--- src/rtl/sv_uart_tx_arbiter.sv ---
// Round-robin arbiter sharing one UART TX stream port among N_REQ requesters.
// Grants are held for a whole packet, followed by a programmable idle gap.
module sv_uart_tx_arbiter #(
   parameter int DATA_WIDTH = 24,
   parameter int N_REQ      = 4
) (
   input  logic                        iclk,
   input  logic                        irst,
   input  logic [N_REQ*DATA_WIDTH-1:0] s_axis_tdata,
   input  logic [N_REQ-1:0]            s_axis_tvalid,
   input  logic [N_REQ-1:0]            s_axis_tlast,
   output logic [N_REQ-1:0]            s_axis_tready,
   output logic [DATA_WIDTH-1:0]       m_axis_tdata,
   output logic                        m_axis_tvalid,
   input  logic                        m_axis_tready,
   input  logic [15:0]                 igap,
   output logic [N_REQ-1:0]            ogrant,
   output logic                        obusy
);

   localparam int IW = (N_REQ > 1) ? $clog2(N_REQ) : 1;

   if (N_REQ < 2 || N_REQ > 16) begin : g_bad_nreq
      $error("sv_uart_tx_arbiter: N_REQ must be in 2..16");
   end
   if (DATA_WIDTH % 8 != 0) begin : g_bad_width
      $error("sv_uart_tx_arbiter: DATA_WIDTH must be a multiple of 8");
   end

   typedef enum logic [1:0] {
      S_IDLE,
      S_GRANT,
      S_GAP
   } state_t;

   state_t           r_state;
   state_t           w_state_nxt;
   logic [N_REQ-1:0] r_grant;
   logic [N_REQ-1:0] w_grant_nxt;
   logic [IW-1:0]    r_last;
   logic [IW-1:0]    w_last_nxt;
   logic [15:0]      r_gap;
   logic [15:0]      w_gap_nxt;
   logic             r_busy;

   logic             w_req_found;
   logic [IW-1:0]    w_req_idx;
   logic [IW:0]      w_sum;
   logic             w_tlast;
   logic             w_fire;

   // Search starts one past the last winner and wraps around
   always_comb begin
      w_req_found = 1'b0;
      w_req_idx   = r_last;
      w_sum       = '0;
      for (int k = 1; k <= N_REQ; k++) begin
         w_sum = {1'b0, r_last} + (IW+1)'(k);
         if (w_sum >= (IW+1)'(N_REQ)) begin
            w_sum = w_sum - (IW+1)'(N_REQ);
         end
         if (!w_req_found && s_axis_tvalid[w_sum[IW-1:0]]) begin
            w_req_found = 1'b1;
            w_req_idx   = w_sum[IW-1:0];
         end
      end
   end

   always_comb begin
      m_axis_tdata  = '0;
      m_axis_tvalid = 1'b0;
      s_axis_tready = '0;
      w_tlast       = 1'b0;
      if (r_state == S_GRANT) begin
         for (int i = 0; i < N_REQ; i++) begin
            if (r_grant[i]) begin
               m_axis_tdata     = s_axis_tdata[i*DATA_WIDTH +: DATA_WIDTH];
               m_axis_tvalid    = s_axis_tvalid[i];
               w_tlast          = s_axis_tlast[i];
               s_axis_tready[i] = m_axis_tready;
            end
         end
      end
   end

   assign w_fire = m_axis_tvalid & m_axis_tready;

   always_comb begin
      w_state_nxt = r_state;
      w_grant_nxt = r_grant;
      w_last_nxt  = r_last;
      w_gap_nxt   = r_gap;
      unique case (r_state)
         S_IDLE: begin
            if (w_req_found) begin
               w_state_nxt            = S_GRANT;
               w_grant_nxt            = '0;
               w_grant_nxt[w_req_idx] = 1'b1;
               w_last_nxt             = w_req_idx;
            end
         end
         S_GRANT: begin
            if (w_fire && w_tlast) begin
               w_grant_nxt = '0;
               if (igap == 16'd0) begin
                  w_state_nxt = S_IDLE;
               end else begin
                  w_state_nxt = S_GAP;
                  w_gap_nxt   = igap;
               end
            end
         end
         S_GAP: begin
            w_gap_nxt = r_gap - 16'd1;
            if (r_gap <= 16'd1) begin
               w_state_nxt = S_IDLE;
               w_gap_nxt   = '0;
            end
         end
         default: begin
            w_state_nxt = S_IDLE;
            w_grant_nxt = '0;
         end
      endcase
   end

   always_ff @(posedge iclk) begin
      if (irst) begin
         r_state <= S_IDLE;
         r_grant <= '0;
         r_last  <= IW'(N_REQ - 1);
         r_gap   <= '0;
         r_busy  <= 1'b0;
      end else begin
         r_state <= w_state_nxt;
         r_grant <= w_grant_nxt;
         r_last  <= w_last_nxt;
         r_gap   <= w_gap_nxt;
         r_busy  <= (w_state_nxt != S_IDLE);
      end
   end

   assign ogrant = r_grant;
   assign obusy  = r_busy;

endmodule
--- config.mk ---
export PLATFORM = sky130hd
export DESIGN_NAME = sv_uart_tx_arbiter
export DESIGN_NICKNAME = d
export VERILOG_FILES = /design/src/rtl/sv_uart_tx_arbiter.sv
export SDC_FILE = /design/constraint.sdc
export NUM_CORES = 1
export LEC_CHECK = 0
export BUFFER_PORTS_ARGS = -buffer_cell sky130_fd_sc_hd__buf_2
export CAP_MARGIN = 20
export CORE_ASPECT_RATIO = 1.1
export CORE_MARGIN = 5
export CORE_UTILIZATION = 44
export DETAILED_ROUTE_END_ITERATION = 8
export PLACE_DENSITY = 0.81
export RECOVER_POWER = 50
export SLEW_MARGIN = 20
export SYNTH_ARGS = -nofsm -noshare
export SYNTH_HDL_FRONTEND = slang
export SYNTH_SLANG_ARGS = --single-unit
export TNS_END_PERCENT = 10
--- constraint.sdc ---
create_clock -name iclk -period 2.4 [get_ports iclk]
set_input_delay 0.48 -clock iclk [delete_from_list [all_inputs] [get_ports iclk]]
set_output_delay 0.48 -clock iclk [all_outputs]
set_load 0.005 [all_outputs]
Word level (Yosys, flattened, before mapping)
Index checks and enable logic that the tools add are counted.
{"block": "classes", "bitwise_logic": 2, "multipliers": 0, "div_mod_pow": 0, "mux": 54, "n_reduce_logical": 15, "addsub": 9, "order_cmp": 11, "n_shift": 0, "n_eq_ne": 5}
{"cell": "2-to-1 mux 24 bit", "n": 5}
{"cell": "2-to-1 mux 16 bit", "n": 3}
{"cell": "case mux 16 bit (2 select lines)", "n": 1}
{"cell": "2-to-1 mux 2 bit", "n": 12}
{"cell": "2-to-1 mux 1 bit", "n": 23}
{"cell": "<= comparator 16 x 1 -> 1 bit, second input constant", "n": 1}
{"cell": "logical NOT 16 bit", "n": 1}
{"cell": "subtractor 16 x 1 -> 16 bit, second input constant", "n": 1}
{"cell": "< comparator 2 x 3 -> 1 bit, second input constant", "n": 5}
{"cell": "greater-or-equal comparator 3 bit, second input constant", "n": 4}
{"cell": "2-to-1 mux 4 bit", "n": 3}
{"cell": "case mux 4 bit (3 select lines)", "n": 1}
{"cell": "binary-select mux 1 bit (select 2 bit)", "n": 4}
{"cell": "subtractor 2 x 1 -> 2 bit, second input constant", "n": 4}
{"cell": "adder 2 x 2 -> 3 bit, second input constant", "n": 2}
{"cell": "case mux 2 bit (3 select lines)", "n": 1}
{"cell": "AND reduction 3 bit", "n": 2}
{"cell": "logical AND 1 bit", "n": 5}
{"cell": "inequality test 2 bit, second input constant", "n": 2}
{"cell": "nonzero test 2 bit", "n": 2}
{"cell": "adder 2 x 1 -> 3 bit, second input constant", "n": 1}
{"cell": "adder 2 x 3 -> 3 bit, second input constant", "n": 1}
{"cell": "logical NOT 1 bit", "n": 3}
{"cell": "demux 1 bit (select 2 bit)", "n": 1}
{"cell": "other kinds (8)", "n": 8}
{"block": "totals", "latch_bits": 0, "mem_count": 0, "ff_bits": 25, "output_inout_bits": 34, "ram_bits": 0, "input_bits": 123, "word_cells": 101, "romBits": 0}

Longest topological paths before layout
Gate-level depths: netlist of run 1.
{"block": "depth", "depth_word": 21, "depth_mapped": 9, "depth_no_buf": 8}

Least setup slack after synthesis of run 1
Ideal clock, no wire load.
{"block": "synth_timing", "kind": "flip-flop to flip-flop", "startpoint": "reg r_gap[0]", "endpoint": "reg r_gap[7]", "slack_ns": 0.426, "setup_time_ns": 0.131, "path_buffers": 1, "stages_incl_launch_ff": 10, "synth_period_minus_slack_ns": 1.974, "required_ns": 2.269, "t_arrival_ns": 1.843, "cell_sequence": "dfxtp_1 -> inv_1 -> ha_1 -> nor2_1 -> nor4_1 -> and3_1 -> clkbuf_1 -> nor2_1 -> a222oi_1 -> nor2_1"}
{"block": "synth_via", "elab_chain_len": 3, "elab_cells_between_ends": 4, "classes_between": "1 x add/sub; 1 x order compare; 2 x mux"}
{"item": "start, declared", "line_no": "42", "source": "logic [15:0] r_gap;"}
{"item": "start signal, assigned", "line_no": "138", "source": "r_gap <= w_gap_nxt;"}
{"item": "subtractor 16 x 1 -> 16 bit / <= comparator 16 x 1 -> 1 bit (equally long branches)", "line_no": "114, 115"}
{"item": "2-to-1 mux 16 bit (*)", "line_no": "115", "source": "if (r_gap <= 16'd1) begin"}
{"item": "case mux 16 bit (2 select lines) (*)", "line_no": "93", "source": "unique case (r_state)"}
Every way passes the cells marked *; elsewhere a longest branch is shown, timed or not.
A chain may end at the register's enable or synchronous reset.

Final worst setup path of run 1
{"block": "layout_timing", "startpoint": "reg r_grant[0] (netlist: ogrant[0])", "endpoint": "out m_axis_tdata[8]"}
{"block": "layout_via", "elab_chain_len": 5}
{"item": "start, declared", "line_no": "38", "source": "logic [N_REQ-1:0] r_grant;"}
{"item": "start signal, assigned", "line_no": "136", "source": "r_grant <= w_grant_nxt;"}
{"item": "2-to-1 mux 24 bit (4 in a row)", "line_no": "76", "source": "if (r_grant[i]) begin"}
{"item": "2-to-1 mux 24 bit", "line_no": "74", "source": "if (r_state == S_GRANT) begin"}
{"item": "end, declared", "line_no": "13", "source": "output logic [DATA_WIDTH-1:0] m_axis_tdata,"}
Every way passes these cells.

==> results of run 1 <==
-- final timing paths --
kind         cells after the start  slack, ns               to      start
min                              3       0.49        r_gap[10]   igap[10]
min reg2reg                      2       0.51        r_gap[11]  r_gap[11]
max reg2reg                      7       0.24         r_gap[7]  ogrant[0]
max                              7       0.17  m_axis_tdata[8]  ogrant[0]
-- area by class of cell --
type	instances	area share
well taps	77	0.0283
multi-input cells	297	0.542
flip-flops and latches	25	0.147
inverters	8	0.00882
clock inverters	1	0.00147
diodes	1	0.000735
repair buffers	172	0.260
clock buffers	3	0.0121
-- flip-flops by register name, summed over array words and instances, names as in the netlist --
signal	count
ogrant	4
obusy	1
r_last	2
r_state	2
r_gap	16
-- stage by stage --
stage | hold slack, ns | total power, uW
floorplan | 0.463 | 827
global placement | 0.488 | 1070
detailed placement | 0.505 | 1080
CTS | 0.487 | 1330
global route | 0.497 | 1410
finish | 0.488 | 1320
-- placed cells by master (no fill, tap or decap), types with 4 or more instances in the layout --
master and count:
xnor2_1 5, nand2_2 4, buf_2 148, a221oi_1 26, clkbuf_1 9, dfxtp_1 25
buf_4 14, nand3_1 7, inv_1 8, nor3_1 29, nand2_1 24, a21oi_1 39
a211o_1 4, o21ai_0 7, nor2b_1 28, and3_1 6, nor4_1 11, nor2_1 46
a31oi_1 4
-- layer usage --
layer,global-route usage,wire length (um),share of wire,vias up
li1,-,-,-,1645
met1,0.297,3780,0.40,1516
met2,0.399,4570,0.48,159
met3,0.0449,1010,0.11,12
met4,0.0559,115,0.012,2
met5,0,11,0.0012,-
-- worst min-delay path: cells and delay by family --
family,cells,cell delay (ns)
buffers and inverters,1,0.11
and+or+nand+nor,1,0.07
AOI/OAI and AO/OA,1,0.05
-- power by group --
part           switching [uW]  leakage [uW]  internal, uW
combinational             330       0.00135           287
clock                     132     0.0000255           116
sequential               21.0      0.000203           433
-- cell families (layout without fill, tap and decap cells) --
kind of cell	count (synthesis)	in the layout	synth area share
and+or+nand+nor	176	176	0.370
AOI/OAI and AO/OA	112	112	0.331
buffers and inverters	40	184	0.0677
DFF	25	25	0.198
xor gates and xnor gates	7	7	0.0242
adders and majority gates	2	2	0.00987
other	0	1	0
==> run summary, run 1 <==
==================================================================================
Run status .......................................................... complete, no violations
Reported max-cap violation count ....................................            0
Power Dens Cells ....................................................  388 mW/mm^2
Headroom to the max-slew limit ......................................        0.560
Final setup violation count .........................................            0
Peak per-stage delay on the critical path ...........................      0.36 ns
Commonest cells in the synthesized netlist .......................... nor2_1 (46), a21oi_1 (39), nor2b_1 (29)
Critical path capture point type .................................... primary output
Clock buffers created by TritonCTS ..................................            3
Total cell area at the placement stage .............................. 0.00339 sq mm
Via count normalized by instance count ..............................         5.71
Total number of H-tree levels .......................................            1
Sequential element share of the synthesized area ....................        0.198
Leakage .............................................................   0.00158 uW
Post-synthesis area per instance ....................................   7.00 sq um
Setup WS post-layout ................................................     0.167 ns
Fin crit share ......................................................        0.930
Top cell type's share of synthesized area ...........................        0.198
Final number of max-transition violations ...........................            0
Hold Buf Count CTS ..................................................            0
Crit-path leading delay family ...................................... compound AO/OA/AOI/OAI gates
Final hold viol count ...............................................            0
Crit path DAT .......................................................      1.75 ns
Core footprint ...................................................... 0.00570 sq mm
Congestion Overflow GR ..............................................            0
Clock insertion delay at the later pin of the skew report ...........      0.27 ns
Number of cells produced by synthesis ...............................          362
Multi-input logic area .............................................. 0.00184 sq mm
Distinct cell type count of the synthesized netlist .................           62
Worst-case clock skew ...............................................   0.00509 ns
Layout Cell Area excl Fill .......................................... 0.00340 sq mm
Critical path, cell by cell ......................................... nor2b_2 > buf_4 > a221oi_1 > nor3_1 > a21oi_1 > nor2_1 > buf_2
Count of buffer and inverter cells on the critical path .............            2
Cell Area, Synth .................................................... 0.00253 sq mm
Most instantiated flip-flop cell in the synthesis netlist ...........      dfxtp_1
Type of element launching the critical path .........................         flop
Height of the die ...................................................      89.6 um
Final Util ..........................................................        0.597
Number of antenna-violating nets in the routed design ...............            0
Classification of the worst setup path ..............................   reg -> out
Gates resized, CTS repair ...........................................            0
Width of the die ....................................................      82.4 um
Post-Synthesis Net Count ............................................          487
Sum of routed wire length over all layers ...........................      9490 um
Area delta synth->final .............................................        34.3%
Final layout net count ..............................................          632
Placement Rows ......................................................           29
Setup Fix Bufs, Post-CTS ............................................            0
Die Outline Area .................................................... 0.00738 sq mm
Storage element area ................................................    500 sq um
Maximum buffer depth of the clock tree ..............................            2
Post-Place Worst Slack ..............................................     0.169 ns
Fill count ..........................................................          563
Number of synthesized register bits .................................           25
Transition time at the pin with the least slew margin ...............     0.654 ns
DRC violation count after routing ...................................            0
Total global routing track utilization ..............................        0.232
Most used standard cell by instance count after synthesis ...........       nor2_1
DR WL/cell ..........................................................      16.3 um
Standard cell with the maximum stage delay on the critical path .....      dfxtp_1
Clock period minus final worst setup slack ..........................      2.23 ns
Final sum of negative setup slack ...................................         0 ns
Total I/O pin count .................................................          157
Wire length of the first global-routing pass ........................     13600 um
Clock tree from TritonCTS ...........................................        built
Half-perimeter wire length after placement ..........................      7520 um
Clock sink total ....................................................           25
Leading cell types by total area after synthesis .................... dfxtp_1 (20%), a221oi_1 (9.0%), a21oi_1 (7.7%)
Initial cell density of the core ....................................        0.445
Fmax ................................................................      448 MHz
Number of enable-type register cells in the synthesized netlist .....            0
Share of final-layout standard cells stronger than drive strength 1 .        0.360
Number of iterations in the first detailed-routing pass .............            5
Warnings from Yosys .................................................            0
Buffer cell driving the clock tree root .............................     clkbuf_8
Max rail drop VDD ...................................................   0.000389 V
Placed cell count ...................................................          579
Final instance count without filler cells ...........................          584
Overall via count from detail_route .................................         3334
IO buf count ........................................................          156
Share of async-settable or async-resettable flops after synthesis ...            0
Maximum number of pins on one net before global-route repair ........           51
Number of global-route vias before repair ...........................         2849
Unrepaired setup endpoints after global routing .....................        false
Clock transition at path regs .......................................      0.08 ns
Req. time, crit path ................................................      1.92 ns
Number of antenna violations at the first check in global routing ...            2
Global placer's final weighted congestion ...........................        0.899
Cell type contributing the most total cell area after synthesis .....      dfxtp_1
Critical Path Fanout Max ............................................           17
Iteration-0 DRC count of the detailed router ........................          170
Worst Hold Class ....................................................    in -> reg
==================================================================================
Power figures use the tool's default switching activity.
==> run 2: changes to the inputs <==
--- a/config.mk
+++ b/config.mk
@@ -10,6 +10,7 @@
 export CORE_ASPECT_RATIO = 1.1
 export CORE_MARGIN = 5
 export CORE_UTILIZATION = 44
+export CTS_CLUSTER_DIAMETER = 40
 export DETAILED_ROUTE_END_ITERATION = 8
 export PLACE_DENSITY = 0.81
 export RECOVER_POWER = 50
==> constraint.sdc (replaced) <==
create_clock -name iclk -period 2.4 [get_ports iclk]
set_input_delay 0.36 -clock iclk [delete_from_list [all_inputs] [get_ports iclk]]
set_output_delay 0.36 -clock iclk [all_outputs]
set_load 0.005 [all_outputs]
==> run summary, run 2 (synthesized netlist as in run 1, its figures left out) <==
==================================================================================
Run status .......................................................... complete, no violations
Unrepaired setup endpoints after global routing .....................        false
Count of buffer and inverter cells on the critical path .............            2
Reg-to-reg endpoint .................................................     r_gap[1]
Number of global-route vias before repair ...........................         2879
Cell Int Power ......................................................       831 uW
Storage element area ................................................    500 sq um
Type of element launching the critical path .........................         flop
DR WL/cell ..........................................................      16.6 um
Req. time, crit path ................................................      2.59 ns
Overall via count from detail_route .................................         3373
Crit-path leading delay family ...................................... compound AO/OA/AOI/OAI gates
Final number of max-transition violations ...........................            0
Clock tree from TritonCTS ...........................................        built
Critical path origin ................................................    ogrant[1]
Classification of the worst setup path ..............................   reg -> reg
Worst R2R Start .....................................................    ogrant[1]
Met3 demand-to-capacity share in global routing .....................       0.0629
Sum of routed wire length over all layers ...........................      9670 um
Max reg flops .......................................................           16
Power Dens Cells ....................................................  389 mW/mm^2
Via count normalized by instance count ..............................         5.79
Maximum number of pins on one net before global-route repair ........           51
Die Outline Area .................................................... 0.00738 sq mm
Critical Path Fanout Max ............................................           12
Final instance count without filler cells ...........................          583
DRC violation count after routing ...................................            0
Fin crit share ......................................................        0.951
Clock buffers created by TritonCTS ..................................            3
Standard cell with the maximum stage delay on the critical path .....     a221oi_1
Worst-case clock skew ...............................................   0.00801 ns
Commonest non-fill, non-tap cells in the layout ..................... buf_2 (148), nor2_1 (46), a21oi_1 (39)
Reported max-cap violation count ....................................            0
Critical path capture point type ....................................         flop
Post-route worst hold slack .........................................     0.352 ns
Leakage .............................................................   0.00158 uW
Placed cell count ...................................................          579
Clock transition at path regs .......................................      0.09 ns
Wire length of the first global-routing pass ........................     13800 um
Global-route track usage on met2 ....................................        0.390
Congestion Overflow GR ..............................................            0
Worst Hold Class ....................................................    in -> reg
Net Sw Power ........................................................       487 uW
Cell repeated most along the worst path .............................      nand2_1
Sequential group share of total power ...............................        0.344
Clock group share of total power ....................................        0.196
FF-to-FF setup slack ................................................      0.12 ns
Hold Buf Count CTS ..................................................            0
Clock sink total ....................................................           25
Number of antenna violations at the first check in global routing ...            3
Total global routing track utilization ..............................        0.233
Headroom to the max-slew limit ......................................        0.563
Commonest non-fill, non-tap cell in the layout ......................        buf_2
Critical path, cell by cell ......................................... buf_4 > a221oi_1 > o31ai_4 > nand2_1 > clkbuf_2 > nand2_1 > a311oi_2
Setup Fix Bufs, Post-CTS ............................................            0
Initial cell density of the core ....................................        0.445
Transition time at the pin with the least slew margin ...............     0.649 ns
Maximum buffer depth of the clock tree ..............................            2
Antenna fix cells ...................................................            0
Largest register by flop count ......................................        r_gap
Total power draw ....................................................      1320 uW
Half-perimeter wire length after placement ..........................      7560 um
Met1 Usage GRT ......................................................        0.294
Final hold viol count ...............................................            0
Placement Rows ......................................................           29
Switching Fraction ..................................................        0.370
Clock insertion delay at the later pin of the skew report ...........      0.28 ns
Total I/O pin count .................................................          157
Share of final-layout standard cells stronger than drive strength 1 .        0.354
Number of iterations in the first detailed-routing pass .............            6
Final setup violation count .........................................            0
Worst r2r path cells ................................................            7
Total number of H-tree levels .......................................            1
Global placer's final weighted congestion ...........................        0.992
Iteration-0 DRC count of the detailed router ........................          165
Gates resized, CTS repair ...........................................            0
Fmax ................................................................      438 MHz
Multi-input logic area .............................................. 0.00182 sq mm
Max rail drop VDD ...................................................   0.000328 V
Instance count on the critical path .................................            7
End point of the critical path ......................................     r_gap[1]
Number of antenna-violating nets in the routed design ...............            0
Final layout net count ..............................................          632
Clock period minus final worst setup slack ..........................      2.28 ns
Area delta synth->final .............................................        33.6%
Peak-usage layer in the global routing report .......................         met2
Fill count ..........................................................          552
Final sum of negative setup slack ...................................         0 ns
Crit path DAT .......................................................      2.48 ns
Portion of total power attributed to combinational logic ............        0.460
Buffer cell driving the clock tree root .............................     clkbuf_8
Height of the die ...................................................      89.6 um
Core footprint ...................................................... 0.00570 sq mm
Peak per-stage delay on the critical path ...........................      0.57 ns
IO buf count ........................................................          156
Width of the die ....................................................      82.4 um
==================================================================================
[run 2: cell count changes in the layout (fill, tap and decap cells not counted), moves of 2 or more]
cell | before | now
a221oi_1 | 26 | 28
a221oi_2 | 3 | 1
o21ai_0 | 7 | 9
o21ai_1 | 2 | 0
[run 2: area by class of cell]
class,instances,area share
multi-input combinational,297,0.538
timing repair buffer,172,0.262
sequential,25,0.148
tap,77,0.0285
clock buffer,3,0.0122
inverter,8,0.00887
clock inverter,1,0.00222
[run 2: power by group through the flow]
stage | clock (uW) | sequential (uW) | combinational [uW]
final | 259 | 454 | 606
after global routing | 281 | 457 | 671
after CTS | 264 | 454 | 608
after detailed placement | 0 | 463 | 605
after global placement | 0 | 463 | 597
after floorplan | 0 | 457 | 371
[run 2: stage by stage]
step,setup slack (ns),cell area (sq um),util
6_report,0.118,3390,0.594
3_5_place_dp,0.287,3390,0.595
3_3_place_gp,0.339,3390,0.595
4_1_cts,0.200,3440,0.604
2_1_floorplan,0.426,2530,-
5_1_grt,0.0338,3390,0.594
[run 2: worst register-to-register path: cells and delay by family, from the launching register on]
kind | cells | cell delay [ns]
AO/OA/AOI/OAI | 3 | 1.03
buffers and inverters | 2 | 0.46
flip-flops | 1 | 0.34
AND/OR/NAND/NOR | 2 | 0.38
[run 2: worst min path at each step]
stage,start,cells past startpoint,to
floorplan,irst,1,r_state[0]
global placement,r_last[0],1,r_last[0]
detailed placement,r_last[0],1,r_last[0]
CTS,igap[10],3,r_gap[10]
global route,igap[15],3,r_gap[15]
finish,igap[5],3,r_gap[5]
[run 2: metal layers]
layer / routed length, um / up-vias
met1: 3830 / 1532
met4: 186 / 6
met5: 34 / -
met2: 4570 / 163
li1: - / 1645
met3: 1050 / 27
